$ cat config.mk
export PLATFORM = sky130hd
export DESIGN_NAME = id_exe_skid_reg_flat
export DESIGN_NICKNAME = d
export VERILOG_FILES = /design/src/rtl/id_exe_skid_reg_if.sv /design/src/rtl/id_exe_skid_reg.sv /design/src/flat_wrapper.sv
export SDC_FILE = /design/constraint.sdc
export NUM_CORES = 1
export LEC_CHECK = 0
export BUFFER_PORTS_ARGS = -buffer_cell sky130_fd_sc_hd__buf_2
export CORE_ASPECT_RATIO = 0.75
export CORE_UTILIZATION = 40
export DETAILED_ROUTE_END_ITERATION = 12
export PLACE_DENSITY = 0.62
export RECOVER_POWER = 50
export SYNTH_ARGS = -nofsm -noshare
export SYNTH_HDL_FRONTEND = slang
export SYNTH_SLANG_ARGS = --single-unit
$ cat constraint.sdc
create_clock -name clk -period 10 [get_ports clk]
set_input_delay 1 -clock clk [delete_from_list [all_inputs] [get_ports clk]]
set_output_delay 1 -clock clk [all_outputs]
set_load 0.05 [all_outputs]
$ cat src/rtl/id_exe_skid_reg_if.sv
// ============================================================================
// Module   : id_exe_skid_reg_if
// Brief    : ID->EXE bundle handshake interface (upstream + downstream sides)
// Revision : 1.0
// ============================================================================
`default_nettype none

interface id_exe_skid_reg_if #(
    parameter int DATA_W = 32,
    parameter int CMD_W  = 4,
    parameter int REG_AW = 5
);
    logic              flush;
    logic              in_valid;
    logic              in_ready;
    logic [REG_AW-1:0] dest_in;
    logic [DATA_W-1:0] reg2_in;
    logic [DATA_W-1:0] val1_in;
    logic [DATA_W-1:0] val2_in;
    logic [DATA_W-1:0] pc_in;
    logic              br_taken_in;
    logic [CMD_W-1:0]  exe_cmd_in;
    logic              mem_r_en_in;
    logic              mem_w_en_in;
    logic              wb_en_in;

    logic              out_valid;
    logic              out_ready;
    logic [REG_AW-1:0] dest;
    logic [DATA_W-1:0] reg2;
    logic [DATA_W-1:0] val1;
    logic [DATA_W-1:0] val2;
    logic [DATA_W-1:0] pc_out;
    logic              br_taken;
    logic [CMD_W-1:0]  exe_cmd;
    logic              mem_r_en;
    logic              mem_w_en;
    logic              wb_en;
    logic [1:0]        occupancy;

    // Driver side: ID producer, EXE consumer and flush source
    modport master (
        output flush, in_valid, dest_in, reg2_in, val1_in, val2_in, pc_in,
               br_taken_in, exe_cmd_in, mem_r_en_in, mem_w_en_in, wb_en_in,
               out_ready,
        input  in_ready, out_valid, dest, reg2, val1, val2, pc_out, br_taken,
               exe_cmd, mem_r_en, mem_w_en, wb_en, occupancy
    );

    // Pipeline register side
    modport slave (
        input  flush, in_valid, dest_in, reg2_in, val1_in, val2_in, pc_in,
               br_taken_in, exe_cmd_in, mem_r_en_in, mem_w_en_in, wb_en_in,
               out_ready,
        output in_ready, out_valid, dest, reg2, val1, val2, pc_out, br_taken,
               exe_cmd, mem_r_en, mem_w_en, wb_en, occupancy
    );
endinterface

`default_nettype wire

$ cat src/rtl/id_exe_skid_reg.sv
// ============================================================================
// Module   : id_exe_skid_reg
// Brief    : Elastic ID->EXE register, 2-entry skid, registered upstream ready
// Revision : 1.0
// ============================================================================
`default_nettype none

module id_exe_skid_reg #(
    parameter int DATA_W = 32,
    parameter int CMD_W  = 4,
    parameter int REG_AW = 5
) (
    input  wire logic        clk,
    input  wire logic        rst,
    id_exe_skid_reg_if.slave bus
);
    localparam int c_BW = REG_AW + 4 * DATA_W + CMD_W + 4;

    logic [c_BW-1:0] head_q, head_d;
    logic [c_BW-1:0] skid_q, skid_d;
    logic            head_valid_q, head_valid_d;
    logic            skid_valid_q, skid_valid_d;
    logic            in_ready_q, in_ready_d;
    logic [1:0]      occ_q, occ_d;

    logic [c_BW-1:0] w_in_bundle;
    logic            w_in_fire;
    logic            w_out_fire;
    logic            w_br, w_mr, w_mw, w_wb;

    assign w_in_bundle = {bus.dest_in, bus.reg2_in, bus.val1_in, bus.val2_in,
                          bus.pc_in, bus.br_taken_in, bus.exe_cmd_in,
                          bus.mem_r_en_in, bus.mem_w_en_in, bus.wb_en_in};

    assign w_in_fire  = bus.in_valid & in_ready_q;
    assign w_out_fire = head_valid_q & bus.out_ready;

    always_comb begin
        head_d       = head_q;
        skid_d       = skid_q;
        head_valid_d = head_valid_q;
        skid_valid_d = skid_valid_q;

        if (bus.flush) begin
            // Kill everything; the flush-cycle input is dropped
            head_valid_d = 1'b0;
            skid_valid_d = 1'b0;
        end else if (!head_valid_q) begin
            if (w_in_fire) begin
                head_d       = w_in_bundle;
                head_valid_d = 1'b1;
            end
        end else if (!skid_valid_q) begin
            if (w_in_fire && w_out_fire) begin
                head_d = w_in_bundle;
            end else if (w_in_fire) begin
                skid_d       = w_in_bundle;
                skid_valid_d = 1'b1;
            end else if (w_out_fire) begin
                head_valid_d = 1'b0;
            end
        end else if (w_out_fire) begin
            // Full: in_ready is low, so only a drain can happen
            head_d       = skid_q;
            skid_valid_d = 1'b0;
        end

        in_ready_d = ~skid_valid_d;
        occ_d      = {1'b0, head_valid_d} + {1'b0, skid_valid_d};
    end

    always_ff @(posedge clk or posedge rst) begin
        if (rst) begin
            head_q       <= '0;
            skid_q       <= '0;
            head_valid_q <= 1'b0;
            skid_valid_q <= 1'b0;
            in_ready_q   <= 1'b1;
            occ_q        <= 2'd0;
        end else begin
            head_q       <= head_d;
            skid_q       <= skid_d;
            head_valid_q <= head_valid_d;
            skid_valid_q <= skid_valid_d;
            in_ready_q   <= in_ready_d;
            occ_q        <= occ_d;
        end
    end

    assign {bus.dest, bus.reg2, bus.val1, bus.val2, bus.pc_out, w_br,
            bus.exe_cmd, w_mr, w_mw, w_wb} = head_q;

    // Side-effect flags must never leak from a bubble into EXE
    assign bus.br_taken  = w_br & head_valid_q;
    assign bus.mem_r_en  = w_mr & head_valid_q;
    assign bus.mem_w_en  = w_mw & head_valid_q;
    assign bus.wb_en     = w_wb & head_valid_q;

    assign bus.out_valid = head_valid_q;
    assign bus.in_ready  = in_ready_q;
    assign bus.occupancy = occ_q;
endmodule

`default_nettype wire
$ cat src/flat_wrapper.sv
// flat-port wrapper written by rule: the top's interface ports become plain ports
module id_exe_skid_reg_flat 
#(
    parameter int DATA_W = 32,
    parameter int CMD_W  = 4,
    parameter int REG_AW = 5
)
  (clk, rst, bus_flush, bus_in_valid, bus_dest_in, bus_reg2_in, bus_val1_in, bus_val2_in, bus_pc_in, bus_br_taken_in, bus_exe_cmd_in, bus_mem_r_en_in, bus_mem_w_en_in, bus_wb_en_in, bus_out_ready, bus_in_ready, bus_out_valid, bus_dest, bus_reg2, bus_val1, bus_val2, bus_pc_out, bus_br_taken, bus_exe_cmd, bus_mem_r_en, bus_mem_w_en, bus_wb_en, bus_occupancy);
  id_exe_skid_reg_if #(.DATA_W(DATA_W), .CMD_W(CMD_W), .REG_AW(REG_AW)) bus_i ();
  input  wire logic clk;
  input  wire logic rst;
  input wire logic [$bits(bus_i.flush)-1:0] bus_flush;
  input wire logic [$bits(bus_i.in_valid)-1:0] bus_in_valid;
  input wire logic [$bits(bus_i.dest_in)-1:0] bus_dest_in;
  input wire logic [$bits(bus_i.reg2_in)-1:0] bus_reg2_in;
  input wire logic [$bits(bus_i.val1_in)-1:0] bus_val1_in;
  input wire logic [$bits(bus_i.val2_in)-1:0] bus_val2_in;
  input wire logic [$bits(bus_i.pc_in)-1:0] bus_pc_in;
  input wire logic [$bits(bus_i.br_taken_in)-1:0] bus_br_taken_in;
  input wire logic [$bits(bus_i.exe_cmd_in)-1:0] bus_exe_cmd_in;
  input wire logic [$bits(bus_i.mem_r_en_in)-1:0] bus_mem_r_en_in;
  input wire logic [$bits(bus_i.mem_w_en_in)-1:0] bus_mem_w_en_in;
  input wire logic [$bits(bus_i.wb_en_in)-1:0] bus_wb_en_in;
  input wire logic [$bits(bus_i.out_ready)-1:0] bus_out_ready;
  output wire logic [$bits(bus_i.in_ready)-1:0] bus_in_ready;
  output wire logic [$bits(bus_i.out_valid)-1:0] bus_out_valid;
  output wire logic [$bits(bus_i.dest)-1:0] bus_dest;
  output wire logic [$bits(bus_i.reg2)-1:0] bus_reg2;
  output wire logic [$bits(bus_i.val1)-1:0] bus_val1;
  output wire logic [$bits(bus_i.val2)-1:0] bus_val2;
  output wire logic [$bits(bus_i.pc_out)-1:0] bus_pc_out;
  output wire logic [$bits(bus_i.br_taken)-1:0] bus_br_taken;
  output wire logic [$bits(bus_i.exe_cmd)-1:0] bus_exe_cmd;
  output wire logic [$bits(bus_i.mem_r_en)-1:0] bus_mem_r_en;
  output wire logic [$bits(bus_i.mem_w_en)-1:0] bus_mem_w_en;
  output wire logic [$bits(bus_i.wb_en)-1:0] bus_wb_en;
  output wire logic [$bits(bus_i.occupancy)-1:0] bus_occupancy;
  assign bus_i.flush = bus_flush;
  assign bus_i.in_valid = bus_in_valid;
  assign bus_i.dest_in = bus_dest_in;
  assign bus_i.reg2_in = bus_reg2_in;
  assign bus_i.val1_in = bus_val1_in;
  assign bus_i.val2_in = bus_val2_in;
  assign bus_i.pc_in = bus_pc_in;
  assign bus_i.br_taken_in = bus_br_taken_in;
  assign bus_i.exe_cmd_in = bus_exe_cmd_in;
  assign bus_i.mem_r_en_in = bus_mem_r_en_in;
  assign bus_i.mem_w_en_in = bus_mem_w_en_in;
  assign bus_i.wb_en_in = bus_wb_en_in;
  assign bus_i.out_ready = bus_out_ready;
  assign bus_in_ready = bus_i.in_ready;
  assign bus_out_valid = bus_i.out_valid;
  assign bus_dest = bus_i.dest;
  assign bus_reg2 = bus_i.reg2;
  assign bus_val1 = bus_i.val1;
  assign bus_val2 = bus_i.val2;
  assign bus_pc_out = bus_i.pc_out;
  assign bus_br_taken = bus_i.br_taken;
  assign bus_exe_cmd = bus_i.exe_cmd;
  assign bus_mem_r_en = bus_i.mem_r_en;
  assign bus_mem_w_en = bus_i.mem_w_en;
  assign bus_wb_en = bus_i.wb_en;
  assign bus_occupancy = bus_i.occupancy;
  id_exe_skid_reg #(.DATA_W(DATA_W), .CMD_W(CMD_W), .REG_AW(REG_AW)) u_core (.clk(clk), .rst(rst), .bus(bus_i));
endmodule
==> results.yml, run 1 <==
clock_network:
  clk_pin_slew_ns: 0.06
  ctsResizeCount: 0
  clk_sinks: 287
  cts_root_buf: "clkbuf_16"
  cts_max_path_buffers: 3
  clk_latency_ns: 0.57
  cts_hold_buffers: 0
  htree_num_levels: 1
  cts_tree: "built"
  tritoncts.num_buffers: 30
  postCtsSetupRepairBufs: 0
power:
  power.share.switching: 0.341
  pwr-share-comb: 0.283
  peakVddDrop_uv: 146
  p_per_cell_area_nw_per_um2: 245
  total_leakage_power_nw: 7.03
  seq_power_share: 0.431
  clock_power_share: 0.286
  design_power_total_mw: 3.73
  intPower_mw: 2.46
  power_switching_mw: 1.27
final_layout:
  design.final.nets: 1206
  final-instance-count-excl-fill: 1532
  most_common_cell_after_layout_fill_and_taps_aside: "mux2_2"
  area_delta_synth_final_pct: 11.1
  drive_above_1_share: 0.586
  num-fill-cells: 3084
  multi_input_comb_area_um2: 5190
  ff_latch_area_um2: 7180
  mostFrequentLayoutCells: "mux2_2 (332), dfrtp_1 (286), buf_2 (158)"
worst_hold_path:
  holdCritPathClass: "flip-flop to flip-flop"
  worstHoldStart: "u_core.head_q[70]$_DFFE_PP0P_"
global_routing:
  antenna_found_initial: 5
  groute.usage.overall: 0.154
  grt_start_max_net_pins: 84
  first_global_vias: 7584
  overflow_left_after_global_routing: 0
  grt_pass1_wl_um: 42900
route:
  route.detailed.wl_per_inst_um: 17.5
  number_of_remaining_drc_errors: 0
  drtIter0Drc: 352
  viasPerCell: 4.75
  drt.antenna.violating_nets: 0
  drt_pass1_iterations: 4
  vias: 7281
  route.final.wire_length_um: 26900
floorplanning:
  design.core.area_um2: 33700
  floorplan.initialDensity: 0.407
  core.rowCount: 58
  floorplan.die.height_um: 162
  boundaryPins: 291
  fp.dieW_um: 216
  floorplan.die_area_um2: 35000
sta:
  clock-skew-final_ns: 0.0320
  post-route-min-period_ns: 4.54
  finalSetupViolations: 0
  timing.max_slew.rel_slack: -1.45
  fmax_achieved_mhz: 220
  fin_setup_tns_ns: 0
  final_hold_viol_count: 0
  worst_slew_pin_tran_ns: 3.65
  grt_setup_unrepaired: "false"
  slew_viol_final: 116
  timing.final.crit_share: 0.454
  timing.final.ws_setup_ns: 5.46
placed_design:
  placed_cells_incl_taps: 1477
  globalplace.congestion: 0.752
  dp_slack_ns: 6.39
  dp_wirelength_um: 17100
  io_buffers: 290
critical_path:
  worst-endpoint-arrival_ns: 4.96
  crit_path_cell_trace: "nand2_1, a211oi_1, buf_4, buf_4, mux2_2"
  worstPathMaxFanout: 55
  worst_path_most_repeated_cell: "buf_4"
  cp_slowest_stage_delay_ns: 1.20
  crit_path_end_kind: "flip-flop"
  critical_path.startpoint_type: "flip-flop"
  required_time_at_the_endpoint_of_the_critical_path_ns: 10.42
  critPathLaunch: "u_core.bus.out_valid$_DFF_PP0_"
  worst_r2r_startpoint: "u_core.bus.out_valid$_DFF_PP0_"
  start_to_end_type_of_the_worst_setup_path: "flip-flop to flip-flop"
  critPathSlowestCell: "a211oi_1"
logic_synthesis:
  synthTopCellsByArea: "dfrtp_1 (52%), mux2_2 (27%), mux2_4 (9.9%), buf_4 (7.6%), buf_2 (1.1%)"
  synth.yosys.seq_area_share: 0.524
  mappedNetlistArea_um2: 13700
  area_share_of_the_leading_cell_type_in_the_synthesized_netlist: 0.522
  post_synthesis_area_per_instance_um2: 15.1
  synth.net_count: 1058
  yosys_register_bits: 287
  synth_area_leader_cell: "dfrtp_1"
  ys.warnings.count: 0
  ys_types: 19
  postSynthCellCount: 911
outcome:
  outcome: "complete, but fails checks"
  failed_checks: "capacitance limit, slew limit"
flow_run:
  maxCapViolations: 2
sequential cells by signal (all words and copies together) (netlist names):
signal / flops
u_core.bus.in_ready: 1
u_core.skid_q: 141
u_core.bus.out_valid: 1
u_core.bus.occupancy: 2
u_core.skid_valid_q: 1
u_core.head_q: 141
logic make-up after synthesis:
kind of cell / Yosys count / share of synthesized area
buffers and inverters: 187 / 0.0971
AND/OR/NAND/NOR: 8 / 0.00365
AO/OA/AOI/OAI: 5 / 0.00274
adder cells (fa/ha/maj): 1 / 0.000912
flip-flops: 287 / 0.524
multiplexers: 423 / 0.372
path summary, 6_finish.rpt:
path                                                 end  slack (ns)  cells past startpoint
max in group asynchronous  u_core.skid_q[34]$_DFFE_PP0P_        5.49                      4
hold reg to reg            u_core.head_q[70]$_DFFE_PP0P_        0.49                      1
hold / removal             u_core.head_q[70]$_DFFE_PP0P_        0.49                      1
setup / recovery           u_core.head_q[32]$_DFFE_PP0P_        5.46                      5
min in group asynchronous  u_core.head_q[99]$_DFFE_PP0P_        1.50                      2
setup reg to reg           u_core.head_q[32]$_DFFE_PP0P_        5.46                      5
critical path: cells and delay by family, from the launching register on:
kind                   cells  cell delay, ns
buffers and inverters      2            1.28
AOI/OAI and AO/OA          1            1.20
and+or+nand+nor            1            0.87
DFF                        1            0.57
muxes                      1            0.42
cell usage after synthesis, drive strengths merged:
library cell,instances
a21oi,1
and2,4
a211oi,1
or4b,1
buf,178
inv,3
dfstp,1
ha,1
nand2,2
o21ai,1
dfrtp,286
mux2,423
clkbuf,6
a31oi,1
a211o,1
and2b,1
final cells by class:
| type | instances | share of cell area |
|---|---|---|
| multi-input combinational | 437 | 0.340 |
| timing repair buffer | 300 | 0.0893 |
| antenna | 2 | 0.000328 |
| sequential | 287 | 0.471 |
| clock buffer | 44 | 0.0553 |
| tap | 450 | 0.0369 |
| clock inverter | 9 | 0.00575 |
| inverter | 3 | 0.000821 |
per-layer routing:
| metal | global-route usage | vias to the layer above | part of all wire |
|---|---|---|---|
| li1 | - | 3357 | - |
| met1 | 0.217 | 3689 | 0.47 |
| met2 | 0.228 | 187 | 0.43 |
| met3 | 0.0519 | 42 | 0.077 |
| met4 | 0.0322 | 6 | 0.017 |
| met5 | 0 | - | 0.0010 |
power by group through the flow:
| stage | logic [mW] | clock network (mW) | registers (mW) |
|---|---|---|---|
| 2_1_floorplan | 1.06 | 0 | 1.59 |
| 3_3_place_gp | 1.09 | 0 | 1.61 |
| 3_5_place_dp | 1.10 | 0 | 1.62 |
| 4_1_cts | 1.11 | 1.11 | 1.61 |
| 5_1_grt | 1.12 | 1.15 | 1.65 |
| 6_report | 1.06 | 1.07 | 1.61 |
metrics by stage:
stage,utilization,cell area (µm²),hold WS (ns)
final,0.453,15200,0.495
after global routing,0.453,15200,0.518
after CTS,0.459,15400,0.503
after detailed placement,0.431,14500,0.489
after global placement,0.431,14500,0.481
after floorplan,-,13700,0.473
Note: power is estimated with default switching activity, not from simulation.
==> run 2, diff against run 1 <==
==> constraint.sdc (replaced) <==
create_clock -name clk -period 4.46 [get_ports clk]
set_input_delay 0.446 -clock clk [delete_from_list [all_inputs] [get_ports clk]]
set_output_delay 0.446 -clock clk [all_outputs]
set_load 0.05 [all_outputs]
==> results.yml, run 2 (synthesis results as in run 1) <==
clock_network:
  clk_latency_ns: 0.55
  cts_root_buf: "clkbuf_16"
  htree_num_levels: 1
  cts_max_path_buffers: 3
  cts_tree: "built"
  tritoncts.num_buffers: 30
  clk_pin_slew_ns: 0.06
  clk_sinks: 287
  postCtsSetupRepairBufs: 0
critical_path:
  critPathSlowestCell: "clkbuf_4"
  r2r-end: "u_core.head_q[116]$_DFFE_PP0P_"
  worst-endpoint-arrival_ns: 3.13
  start_to_end_type_of_the_worst_setup_path: "input pin to asynchronous set/reset pin"
  worst_r2r_startpoint: "u_core.bus.out_valid$_DFF_PP0_"
  crit_path_cell_trace: "dlygate4sd3_1, buf_2, clkinvlp_2, clkbuf_4"
  crit_path_end_kind: "asynchronous set/reset pin"
  worstPathMaxFanout: 139
  setup_slack_of_the_most_critical_reg_to_reg_path_ns: 1.67
  worstRegToRegCells: 4
  critical_path.startpoint_type: "input pin"
  cp_slowest_stage_delay_ns: 1.44
  required_time_at_the_endpoint_of_the_critical_path_ns: 4.74
floorplanning:
  floorplan.die.height_um: 162
  design.core.area_um2: 33700
  core.rowCount: 58
  boundaryPins: 291
  floorplan.initialDensity: 0.407
  floorplan.die_area_um2: 35000
  fp.dieW_um: 216
global_routing:
  overflow_left_after_global_routing: 0
  grt_start_max_net_pins: 140
  grt_use_met1: 0.207
  globalRouteMet3Util: 0.0573
  antenna_found_initial: 5
  first_global_vias: 7785
  grt_pass1_wl_um: 43100
  grt_most_used_layer: "met2"
  global_route.usage.met2: 0.235
  groute.usage.overall: 0.154
sta:
  worst_slew_pin_tran_ns: 1.93
  finalSetupViolations: 0
  post-route-min-period_ns: 2.85
  grt_setup_unrepaired: "false"
  timing.max_slew.rel_slack: -0.287
  fin_setup_tns_ns: 0
  timing.final.crit_share: 0.639
  fmax_achieved_mhz: 351
  clock-skew-final_ns: 0.0139
  slew_viol_final: 275
  final_hold_viol_count: 0
power:
  total_leakage_power_nw: 7.09
  peakVddDrop_uv: 304
  p_per_cell_area_nw_per_um2: 558
worst_hold_path:
  holdCritPathClass: "input pin to flip-flop"
  hold_depth: 2
  worst_hold_path.endpoint: "u_core.skid_q[11]$_DFFE_PP0P_"
  worstHoldStart: "bus_pc_in[3]"
route:
  drtIter0Drc: 293
  viasPerCell: 4.74
  route.final.wire_length_um: 26700
  drt.antenna.violating_nets: 0
  number_of_remaining_drc_errors: 0
  drt_pass1_iterations: 4
  vias: 7273
  route.detailed.wl_per_inst_um: 17.4
final_layout:
  drive_above_1_share: 0.586
  final_cell_area_um2: 15400
  most_common_cell_after_layout_fill_and_taps_aside: "mux2_2"
  mostFrequentLayoutCells: "mux2_2 (333), dfrtp_1 (286), buf_2 (151)"
  design.final.nets: 1206
  area_delta_synth_final_pct: 12.3
outcome:
  failed_checks: "capacitance limit, slew limit"
  outcome: "complete, but fails checks"
flow_run:
  maxCapViolations: 2
placed_design:
  io_buffers: 290
  dp_wirelength_um: 16900
  place_area_um2: 14600
  globalplace.congestion: 0.711
run 2: cell count changes in the layout (fill, tap and decap cells not counted), moves of 2 or more:
cell | previous run | this run
buf_2 | 158 | 151
buf_4 | 10 | 5
clkbuf_1 | 142 | 146
bufinv_16 | 1 | 4
clkbuf_8 | 4 | 7
clkinv_2 | 6 | 3
mux2_1 | 3 | 0
buf_12 | 0 | 2
clkbuf_4 | 0 | 2
mux2_4 | 88 | 90
run 2: timing repair:
action                    CTS  global route
hold buffers                1             0
gates resized for setup     0             0
hold endpoints to repair   14             0
run 2: worst max-delay path, delay by kind of cell:
| kind | cells | cell delay (ns) |
|---|---|---|
| buffers and inverters | 4 | 2.49 |
run 2: metrics by stage:
stage           util  worst slack (ns)  hold slack [ns]  power, mW  instances
2_1_floorplan      -             0.210            0.473       5.93        911
3_3_place_gp   0.432              1.66            0.460       6.05       1476
3_5_place_dp   0.432              1.59            0.464       6.11       1476
4_1_cts        0.463              1.56           0.0943       8.81       1530
5_1_grt        0.457              1.03           0.0980       9.03       1531
6_report       0.458              1.61            0.133       8.60       1533
run 2: worst max path at each step:
stage,startpoint,endpoint,slack [ns],depth (start not counted)
final,rst,u_core.head_q[95]$_DFFE_PP0P_,1.61,4
after global routing,rst,u_core.head_q[96]$_DFFE_PP0P_,1.03,4
after CTS,u_core.bus.out_valid$_DFF_PP0_,u_core.head_q[116]$_DFFE_PP0P_,1.56,4
after detailed placement,u_core.bus.out_valid$_DFF_PP0_,u_core.head_q[116]$_DFFE_PP0P_,1.59,4
after global placement,u_core.bus.out_valid$_DFF_PP0_,u_core.head_q[25]$_DFFE_PP0P_,1.66,4
after floorplan,rst,u_core.bus.occupancy[0]$_DFF_PP0_,0.21,1
run 2: cell type report:
cell class,count,area (µm²)
Inverter,3,12.5
Clock buffer,45,898
Timing Repair Buffer,300,1380
Fill cell,3093,18300
Sequential cell,287,7180
Antenna cell,3,7.51
Clock inverter,8,143
Tap cell,450,563
Multi-Input combinational cell,437,5220
run 2: per-layer routing:
metal / vias to the layer above / share of wire
met1: 3691 / 0.46
met4: 6 / 0.020
met5: - / 0.0017
met3: 47 / 0.076
li1: 3347 / -
met2: 182 / 0.45
run 2: power by group:
group          internal [mW]  total, mW  switching [mW]
logic                  0.879       2.37            1.49
registers               3.27       3.60           0.332
clock network           1.61       2.63            1.02
total                   5.76       8.60            2.84
==> run 3, diff against run 2 <==
==> constraint.sdc (replaced) <==
create_clock -name clk -period 2.8 [get_ports clk]
set_input_delay 0.28 -clock clk [delete_from_list [all_inputs] [get_ports clk]]
set_output_delay 0.28 -clock clk [all_outputs]
set_load 0.05 [all_outputs]
==> results.yml, run 3 (synthesis results as in run 1) <==
sta:
  post-route-min-period_ns: 2.19
  worst_slew_pin_tran_ns: 1.29
  final_hold_viol_count: 0
  finalSetupViolations: 0
  grt_setup_unrepaired: "false"
  timing.max_slew.rel_slack: 0.138
  clock-skew-final_ns: 0.0174
  slew_viol_final: 0
  timing.final.crit_share: 0.783
  fmax_achieved_mhz: 456
global_routing:
  groute.usage.overall: 0.165
  antenna_found_initial: 2
  overflow_left_after_global_routing: 0
  first_global_vias: 8480
  grt_pass1_wl_um: 46600
  grt_start_max_net_pins: 92
clock_network:
  postCtsSetupRepairBufs: 0
  ctsResizeCount: 0
  cts_max_path_buffers: 3
  htree_num_levels: 1
  cts_root_buf: "clkbuf_16"
  tritoncts.num_buffers: 30
  clk_sinks: 287
  clk_latency_ns: 0.56
  clk_pin_slew_ns: 0.06
  cts_hold_buffers: 144
  cts_tree: "built"
critical_path:
  crit_path_end_kind: "asynchronous set/reset pin"
  worstRegToRegCells: 4
  setup_slack_of_the_most_critical_reg_to_reg_path_ns: 0.61
  r2r-end: "u_core.skid_q[41]$_DFFE_PP0P_"
  start_to_end_type_of_the_worst_setup_path: "input pin to asynchronous set/reset pin"
  required_time_at_the_endpoint_of_the_critical_path_ns: 3.27
  critPathSlowestCell: "clkbuf_4"
  cp_slowest_stage_delay_ns: 1.09
  crit_path_cell_trace: "dlygate4sd3_1, buf_2, clkinvlp_2, clkbuf_4"
  worst_r2r_startpoint: "u_core.bus.out_valid$_DFF_PP0_"
  worst-endpoint-arrival_ns: 2.65
  worstPathMaxFanout: 91
  critical_path.startpoint_type: "input pin"
placed_design:
  globalplace.congestion: 0.751
  dp_wirelength_um: 18200
  io_buffers: 290
  place_area_um2: 14800
final_layout:
  mostFrequentLayoutCells: "mux2_2 (333), dfrtp_1 (286), buf_2 (223)"
  area_delta_synth_final_pct: 24.8
  most_common_cell_after_layout_fill_and_taps_aside: "mux2_2"
  multi_input_comb_area_um2: 5220
  finish.utilization: 0.508
  design.final.nets: 1361
  ff_latch_area_um2: 7180
  drive_above_1_share: 0.583
  num-fill-cells: 2901
  final_cell_area_um2: 17100
route:
  route.detailed.wl_per_inst_um: 17.2
  viasPerCell: 4.65
  vias: 7862
  route.final.wire_length_um: 29000
  drt_pass1_iterations: 4
  drt.antenna.violating_nets: 0
  number_of_remaining_drc_errors: 0
  drtIter0Drc: 271
floorplanning:
  boundaryPins: 291
  floorplan.initialDensity: 0.407
  fp.dieW_um: 216
  core.rowCount: 58
  floorplan.die.height_um: 162
  design.core.area_um2: 33700
  floorplan.die_area_um2: 35000
outcome:
  outcome: "completed"
power:
  peakVddDrop_uv: 640
  total_leakage_power_nw: 8.00
  p_per_cell_area_nw_per_um2: 817
worst_hold_path:
  worst_hold_path.endpoint: "u_core.bus.in_ready$_DFF_PP1_"
  worstHoldStart: "bus_in_valid"
  holdCritPathClass: "input pin to flip-flop"
  hold_depth: 3
flow_run:
  maxCapViolations: 0
==> run 3: worst max-delay path by stage <==
| stage | startpoint | endpoint | depth (start not counted) |
|---|---|---|---|
| 2_1_floorplan | rst | u_core.bus.occupancy[0]$_DFF_PP0_ | 1 |
| 3_5_place_dp | u_core.bus.out_valid$_DFF_PP0_ | u_core.skid_q[11]$_DFFE_PP0P_ | 4 |
| 5_1_grt | rst | u_core.head_q[98]$_DFFE_PP0P_ | 4 |
| 3_3_place_gp | u_core.bus.out_valid$_DFF_PP0_ | u_core.skid_q[1]$_DFFE_PP0P_ | 4 |
| 4_1_cts | u_core.bus.out_valid$_DFF_PP0_ | u_core.skid_q[41]$_DFFE_PP0P_ | 4 |
| 6_report | rst | u_core.head_q[98]$_DFFE_PP0P_ | 4 |
==> run 3: final cells by class <==
class,count,share of cell area
sequential,287,0.420
multi-input combinational,437,0.305
timing repair buffer,455,0.181
clock buffer,44,0.0528
tap,450,0.0329
clock inverter,12,0.00818
inverter,3,0.000731
antenna,1,0.000146
==> run 3: worst max-delay path: cells and delay by family <==
kind	cells	cell delay (ns)
buf+inv	4	2.25
==> run 3: metal layers <==
layer,global-route usage,part of all wire,vias to the layer above
met3,0.0459,0.062,45
met4,0.0384,0.022,0
met1,0.224,0.46,3957
li1,-,-,3669
met5,0,0,-
met2,0.264,0.45,191
==> run 3: per-stage QoR <==
stage	setup TNS, ns	setup WS [ns]	total power [mW]	std cells	hold WS (ns)
4_1_cts	0	0.565	14.2	1688	0.125
5_1_grt	0	0.269	14.6	1689	0.154
2_1_floorplan	-367.61	-1.28	9.44	911	0.358
3_5_place_dp	0	0.599	9.78	1488	0.329
6_report	0	0.609	14.0	1689	0.163
3_3_place_gp	0	0.655	9.69	1488	0.324
==> run 3: power breakdown <==
| part | switching, mW | internal, mW |
|---|---|---|
| combinational | 2.41 | 1.62 |
| clock | 1.69 | 2.51 |
| sequential | 0.552 | 5.21 |
| total | 4.65 | 9.34 |
